--- src/rtl/fdd_track_ctrl_pkg.sv ---
// Shared types and helpers for the floppy track-buffer controller.
// The track-to-LBA mapping is a shift-add so it needs no multiplier.
package fdd_pkg;

  typedef enum logic [2:0] {
    IDLE,
    WB_REQ,
    WB_ACK,
    RD_REQ,
    RD_ACK
  } fdd_state_t;

  localparam int SECTORS_PER_TRACK = 13;

  function automatic logic [31:0] track_lba(input logic [31:0] t);
    return (t << 3) + (t << 2) + t;
  endfunction

endpackage

--- src/rtl/fdd_track_ctrl_if.sv ---
// SD block channel between the track controller (master) and hps_io (slave).
interface fdd_track_ctrl_if;
  import fdd_pkg::*;

  logic [31:0] sd_lba;
  logic        sd_rd;
  logic        sd_wr;
  logic        sd_ack;

  modport master (output sd_lba, output sd_rd, output sd_wr, input sd_ack);
  modport slave  (input sd_lba, input sd_rd, input sd_wr, output sd_ack);

endinterface

--- src/rtl/fdd_track_ctrl_sd_sector_hs.sv ---
// One-sector request/ack handshake: holds rd/wr until ack rises, pulses done when ack falls.
module sd_sector_hs
  import fdd_pkg::*;
(
  input  logic clk_sys,
  input  logic reset,
  input  logic i_start,
  input  logic i_is_write,
  input  logic i_ack,
  output logic o_rd,
  output logic o_wr,
  output logic o_ack_rise,
  output logic o_done
);

  logic r_ack_p0;
  logic r_ack_p1;
  logic r_rd;
  logic r_wr;
  logic w_rise;
  logic w_fall;

  // ack is registered before edge detection, so both edges act one cycle late
  assign w_rise = r_ack_p0 & ~r_ack_p1;
  assign w_fall = ~r_ack_p0 & r_ack_p1;

  always_ff @(posedge clk_sys) begin
    if (reset) begin
      r_ack_p0 <= 1'b0;
      r_ack_p1 <= 1'b0;
      r_rd     <= 1'b0;
      r_wr     <= 1'b0;
    end else begin
      r_ack_p0 <= i_ack;
      r_ack_p1 <= r_ack_p0;
      if (w_rise) begin
        r_rd <= 1'b0;
        r_wr <= 1'b0;
      end else if (i_start) begin
        r_rd <= ~i_is_write;
        r_wr <= i_is_write;
      end
    end
  end

  assign o_rd       = r_rd;
  assign o_wr       = r_wr;
  assign o_ack_rise = w_rise;
  assign o_done     = w_fall;

endmodule

--- src/rtl/fdd_track_ctrl.sv ---
// Track-buffer sequencer for virtual disk 0: writes back a modified track,
// then loads the requested one, stalling the CPU while sectors move.
module fdd_track_ctrl
  import fdd_pkg::*;
#(
  parameter int SECTORS = SECTORS_PER_TRACK,
  parameter int TRACK_W = 6
) (
  input  logic               clk_sys,
  input  logic               reset,
  input  logic [TRACK_W-1:0] track,
  input  logic               buf_write,
  input  logic               img_mounted,
  input  logic               img_present,
  input  logic               img_readonly,
  fdd_track_ctrl_if.master   sd,
  output logic [3:0]         track_sec,
  output logic               cpu_wait,
  output logic               busy
);

  localparam logic [3:0] LAST_SEC = 4'(SECTORS - 1);

  fdd_state_t         r_state, w_state_n;
  logic [TRACK_W-1:0] r_cur_track, w_cur_n;
  logic               r_present, w_present_n;
  logic               r_ro, w_ro_n;
  logic               r_dirty, w_dirty_n;
  logic               r_reload, w_reload_n;
  logic               r_abort, w_abort_n;
  logic [3:0]         r_sec, w_sec_n;
  logic [31:0]        r_base, w_base_n;
  logic [31:0]        r_lba, w_lba_n;
  logic               r_busy;
  logic               r_wait;

  logic w_start;
  logic w_is_write;
  logic w_ack_rise;
  logic w_done;
  logic w_rd;
  logic w_wr;
  logic w_abort;

  assign w_start    = (r_state == WB_REQ) || (r_state == RD_REQ);
  assign w_is_write = (r_state == WB_REQ);
  assign w_abort    = r_abort | img_mounted;

  sd_sector_hs u_hs (
    .clk_sys    (clk_sys),
    .reset      (reset),
    .i_start    (w_start),
    .i_is_write (w_is_write),
    .i_ack      (sd.sd_ack),
    .o_rd       (w_rd),
    .o_wr       (w_wr),
    .o_ack_rise (w_ack_rise),
    .o_done     (w_done)
  );

  always_ff @(posedge clk_sys) begin
    if (reset) begin
      r_state     <= IDLE;
      r_cur_track <= '0;
      r_present   <= 1'b0;
      r_ro        <= 1'b0;
      r_dirty     <= 1'b0;
      r_reload    <= 1'b0;
      r_abort     <= 1'b0;
      r_sec       <= '0;
      r_lba       <= '0;
      r_busy      <= 1'b0;
      r_wait      <= 1'b0;
    end else begin
      r_state     <= w_state_n;
      r_cur_track <= w_cur_n;
      r_present   <= w_present_n;
      r_ro        <= w_ro_n;
      r_dirty     <= w_dirty_n;
      r_reload    <= w_reload_n;
      r_abort     <= w_abort_n;
      r_sec       <= w_sec_n;
      r_lba       <= w_lba_n;
      r_busy      <= (w_state_n != IDLE);
      r_wait      <= (w_state_n != IDLE);
    end
  end

  always_ff @(posedge clk_sys) begin
    r_base <= w_base_n;
  end

  always_comb begin
    w_state_n   = r_state;
    w_cur_n     = r_cur_track;
    w_present_n = r_present;
    w_ro_n      = r_ro;
    w_dirty_n   = r_dirty;
    w_reload_n  = r_reload;
    w_abort_n   = r_abort;
    w_sec_n     = r_sec;
    w_base_n    = r_base;

    // a mount outranks a buffer write and cancels any sequence in flight
    if (img_mounted) begin
      w_present_n = img_present;
      w_ro_n      = img_readonly;
      w_dirty_n   = 1'b0;
      w_reload_n  = 1'b1;
      w_abort_n   = (r_state != IDLE);
    end else if (buf_write && r_present && !r_ro) begin
      w_dirty_n = 1'b1;
    end

    case (r_state)
      IDLE: begin
        w_abort_n = 1'b0;
        if (!img_mounted && r_present && ((track != r_cur_track) || r_reload)) begin
          w_reload_n = 1'b0;
          w_sec_n    = '0;
          if (r_dirty) begin
            w_base_n  = track_lba(32'(r_cur_track));
            w_state_n = WB_REQ;
          end else begin
            w_cur_n   = track;
            w_base_n  = track_lba(32'(track));
            w_state_n = RD_REQ;
          end
        end
      end
      WB_REQ: if (w_ack_rise) w_state_n = WB_ACK;
      WB_ACK: begin
        if (w_done) begin
          if (w_abort) begin
            w_abort_n = 1'b0;
            w_state_n = IDLE;
          end else if (r_sec == LAST_SEC) begin
            w_dirty_n = 1'b0;
            w_cur_n   = track;
            w_base_n  = track_lba(32'(track));
            w_sec_n   = '0;
            w_state_n = RD_REQ;
          end else begin
            w_sec_n   = r_sec + 4'd1;
            w_state_n = WB_REQ;
          end
        end
      end
      RD_REQ: if (w_ack_rise) w_state_n = RD_ACK;
      RD_ACK: begin
        if (w_done) begin
          if (w_abort || (r_sec == LAST_SEC)) begin
            w_abort_n = 1'b0;
            w_state_n = IDLE;
          end else begin
            w_sec_n   = r_sec + 4'd1;
            w_state_n = RD_REQ;
          end
        end
      end
      default: w_state_n = IDLE;
    endcase

    w_lba_n = ((w_state_n == WB_REQ) || (w_state_n == RD_REQ)) ? (w_base_n + 32'(w_sec_n)) : r_lba;
  end

  assign sd.sd_lba = r_lba;
  assign sd.sd_rd  = w_rd;
  assign sd.sd_wr  = w_wr;
  assign track_sec = r_sec;
  assign cpu_wait  = r_wait;
  assign busy      = r_busy;

endmodule

--- src/flat_wrapper.sv ---
// flat-port wrapper written by rule: the top's interface ports become plain ports
module fdd_track_ctrl_flat import fdd_pkg::*;
#(
  parameter int SECTORS = SECTORS_PER_TRACK,
  parameter int TRACK_W = 6
)
  (clk_sys, reset, track, buf_write, img_mounted, img_present, img_readonly, track_sec, cpu_wait, busy, sd_sd_lba, sd_sd_rd, sd_sd_wr, sd_sd_ack);
  fdd_track_ctrl_if sd_i ();
  input  logic clk_sys;
  input  logic reset;
  input  logic [TRACK_W-1:0] track;
  input  logic buf_write;
  input  logic img_mounted;
  input  logic img_present;
  input  logic img_readonly;
  output logic [3:0] track_sec;
  output logic cpu_wait;
  output logic busy;
  output wire logic [$bits(sd_i.sd_lba)-1:0] sd_sd_lba;
  output wire logic [$bits(sd_i.sd_rd)-1:0] sd_sd_rd;
  output wire logic [$bits(sd_i.sd_wr)-1:0] sd_sd_wr;
  input wire logic [$bits(sd_i.sd_ack)-1:0] sd_sd_ack;
  assign sd_sd_lba = sd_i.sd_lba;
  assign sd_sd_rd = sd_i.sd_rd;
  assign sd_sd_wr = sd_i.sd_wr;
  assign sd_i.sd_ack = sd_sd_ack;
  fdd_track_ctrl #(.SECTORS(SECTORS), .TRACK_W(TRACK_W)) u_core (.clk_sys(clk_sys), .reset(reset), .track(track), .buf_write(buf_write), .img_mounted(img_mounted), .img_present(img_present), .img_readonly(img_readonly), .sd(sd_i), .track_sec(track_sec), .cpu_wait(cpu_wait), .busy(busy));
endmodule
--- config.mk ---
export PLATFORM = sky130hd
export DESIGN_NAME = fdd_track_ctrl_flat
export DESIGN_NICKNAME = d
export VERILOG_FILES = /design/src/rtl/fdd_track_ctrl_pkg.sv /design/src/rtl/fdd_track_ctrl_if.sv /design/src/rtl/fdd_track_ctrl_sd_sector_hs.sv /design/src/rtl/fdd_track_ctrl.sv /design/src/flat_wrapper.sv
export SDC_FILE = /design/constraint.sdc
export NUM_CORES = 1
export LEC_CHECK = 0
export ABC_AREA = 0
export CAP_MARGIN = 10
export CORE_MARGIN = 4
export CORE_UTILIZATION = 44
export DETAILED_ROUTE_END_ITERATION = 8
export GPL_ROUTABILITY_DRIVEN = 0
export PLACE_DENSITY = 0.62
export SETUP_SLACK_MARGIN = 0.05
export SYNTH_ARGS = -nofsm -noshare
export SYNTH_HDL_FRONTEND = slang
export SYNTH_SLANG_ARGS = --single-unit
--- constraint.sdc ---
create_clock -name clk_sys -period 8.25 [get_ports clk_sys]
set_clock_uncertainty 0.2 [all_clocks]
set_input_delay 1.2375 -clock clk_sys [delete_from_list [all_inputs] [get_ports clk_sys]]
set_output_delay 1.2375 -clock clk_sys [all_outputs]
set_load 0.05 [all_outputs]
==> flow_summary_export.csv <==
group,metric,value,unit
yosys,netlist_instances,677,
pwr,p_sw,0.0003260,W
timing,tightest_slew,866.6,ps
floorplan,die_h,120.3,microns
worst_setup_path,critPathCaptureType,"register",
yosys,yosys-top-cells-count,"87 x dfxtp_1, 59 x nand2_1, 47 x nor2_1",
yosys,netlist_area,5550,sq um
yosys,ys.flop_type,"dfxtp_1",
global_route,grt_pass1_wl,24.42,mm
timing,setup_tns,0,ps
clocking,cts_hold_buf,0,
timing,timing.slew.headroom,0.4169,
worst_setup_path,crit_path_start_kind,"input pin",
pwr,seqPwrFrac,0.423,
place,dpl.hpwl,11.14,mm
place,port_buffers,52,
worst_setup_path,path_class,"in2reg",
pwr,totalPowerFinal,0.001076,W
yosys,yosys_warnings,0,
pwr,switching_share,0.3030,
route,wl_per_cell,16.93,microns
global_route,grt_pass1_vias,4981,
pwr,leakagePower,2.470,nW
clocking,clkTransAtPathRegs,60,ps
outcome,status,"complete, no violations",
floorplan,die_area,14480,sq um
floorplan,die-width,120.3,microns
pwr,power.share.clock,0.357,
timing,finalHoldViolCount,0,
yosys,ys_async_sr_fraction,0,
yosys,avgSynthCellArea,8.198,sq um
clocking,cts_buffers,9,
yosys,synth_nets,723,
final_layout,nNetsFinal,761,
route,vias_per_cell,5.891,
yosys,synth_top_area_frac,0.3138,
global_route,grt_max_degree,47,
route,dr.pass1.iters,5,
floorplan,io_pins,53,
worst_setup_path,required,8240,ps
final_layout,stdcell_count,888,
run,drv_cap,0,
timing,setup_viol,0,
final_layout,fin_util,0.5316,
pwr,p_int,0.0007501,W
global_route,grt.overflow.total,0,
global_route,antenna_found_initial,0,
yosys,synth_seq_cells,87,
yosys,synth_seq_area_share,0.3138,
yosys,synth_area_leaders,"dfxtp_1 31%, ha_1 6.3%, nand2_1 4.0%, a21oi_1 3.8%, nor2_1 3.2%",
pwr,p_comb_frac,0.220,
yosys,synth_area_leader_cell,"dfxtp_1",
clocking,post_cts_buffers,0,
pwr,irDropWorstVdd,0.1582,mV
timing,fin_crit,6500,ps
worst_setup_path,crit_fanout,24,
yosys,synth_edf_count,0,
route,drt_iter0_markers,383,
clocking,cts_resized,0,
timing,drv_slew,0,
route,num_vias,5231,
clocking,cts.sinks,87,
route,drt-total-wl,15.03,mm
floorplan,core,12160,sq um
pwr,power.density,166.5,nW/um^2
worst_setup_path,arrival,6490,ps
final_layout,syn_to_final_growth,16.48,%
route,drtAntennaViolNets,0,
timing,fin_crit_sh,0.7879,
timing,fmax,153.8,MHz
clocking,clockRootBuffer,"clkbuf_16",
route,drc,0,
timing,rsz0062_at_grt,"no",
clocking,clk_latency,340,ps
final_layout,n_antenna_cell,0,
floorplan,rows,40,
final_layout,layout-drive-gt1-share,0.06111,
clocking,clockBufferDepth,2,
yosys,yosysMostFrequentCell,"dfxtp_1",
clocking,cts_tree,"done",
place,dp_cells,872,
floorplan,initial_core_util,0.4564,
final_layout,fillers,1166,
global_route,track_usage,0.2057,
clocking,cts_htree_levels,3,
hold_path,hold_path_class,"reg2reg",
yosys,yosysUniqueCellTypes,78,
[power by group through the flow]
stage | registers [W] | clock network [W] | logic [W]
after floorplan | 0.000480 | 0 | 0.000154
after global placement | 0.000465 | 0 | 0.000232
after detailed placement | 0.000465 | 0 | 0.000235
after CTS | 0.000456 | 0.000390 | 0.000236
after global routing | 0.000458 | 0.000407 | 0.000258
final | 0.000456 | 0.000384 | 0.000236
[kinds of logic after synthesis]
kind of cell | after synthesis | synth area share
and+or+nand+nor | 291 | 0.2813
muxes | 11 | 0.02006
DFF | 87 | 0.3138
adders and majority gates | 34 | 0.08296
buffers and inverters | 72 | 0.05410
AOI/OAI and AO/OA | 159 | 0.2090
xor gates and xnor gates | 23 | 0.03877
[worst paths after layout]
| kind | to | cells after the start | slack [ps] | from |
|---|---|---|---|---|
| worst min register to register | u_core.sd.sd_lba[1]$_SDFFE_PP0P_ | 2 | 250 | u_core.sd.sd_lba[1]$_SDFFE_PP0P_ |
| worst min-delay path | u_core.sd.sd_lba[1]$_SDFFE_PP0P_ | 2 | 250 | u_core.sd.sd_lba[1]$_SDFFE_PP0P_ |
| worst max-delay path | u_core.sd.sd_lba[28]$_SDFFE_PP0P_ | 17 | 1750 | track[5] |
| worst max register to register | u_core.sd.sd_lba[28]$_SDFFE_PP0P_ | 16 | 2780 | u_core.r_cur_track[5]$_SDFFE_PP0P_ |
[metrics by stage]
| step | hold WS [ps] | setup slack (ps) | area, sq um |
|---|---|---|---|
| finish | 254.3 | 1750 | 6465 |
| global route | 283.3 | 1416 | 6465 |
| CTS | 260.4 | 1843 | 6465 |
| detailed placement | 249.7 | 1484 | 6187 |
| global placement | 242.6 | 1616 | 6187 |
| floorplan | 233.5 | 2878 | 5550 |
[layer usage]
metal | vias up | wire length [microns] | GRT usage
met4 | 0 | 223 | 0.04249
met2 | 145 | 7383 | 0.3632
met3 | 26 | 711 | 0.04163
met1 | 2490 | 6714 | 0.2606
met5 | - | 0 | 0
li1 | 2570 | - | -
[layout make-up]
cell class	count	area (sq um)	share of cell area
multi-input cells	518	3513	0.5434
flip-flops and latches	87	1742	0.2694
repair buffers	60	575.6	0.08903
clock buffers	13	260.3	0.04026
well taps	168	210.2	0.03251
inverters	39	146.4	0.02264
clock inverters	3	17.52	0.002710
[worst max-delay path, stage by stage]
cell             delay, ps
clkdlybuf4s50_1        600
xor2_1                 250
or4_4                  560
o2111ai_2              230
buf_4                  280
and2_1                 600
a22oi_1                200
nand2_1                130
ha_1                   190
fa_1                   210
a21o_1                 110
a21oi_1                140
a2111oi_4              510
nand4_1                160
nor4_1                 690
mux2i_1                250
o311ai_0               130
[cell usage in the layout (no fill, tap or decap), types with 19 or more instances in the layout]
cell             count
and3_1              24
nand2_1             59
ha_1                28
nor3_1              23
inv_1               38
nor2_1              47
o21ai_0             19
clkdlybuf4s50_1     51
a21oi_1             42
nand3_1             26
dfxtp_1             87
[registers in the layout, indices dropped and copies added (netlist names)]
signal and flops:
u_core.cpu_wait 1, u_core.r_abort 1, u_core.r_base 32, u_core.r_cur_track 6, u_core.r_dirty 1, u_core.r_present 1, u_core.r_reload 1, u_core.r_ro 1
u_core.r_state 3, u_core.sd.sd_lba 32, u_core.track_sec 4, u_core.u_hs.o_rd 1, u_core.u_hs.o_wr 1, u_core.u_hs.r_ack_p0 1, u_core.u_hs.r_ack_p1 1
No activity file was read; power rests on OpenSTA's default activity.
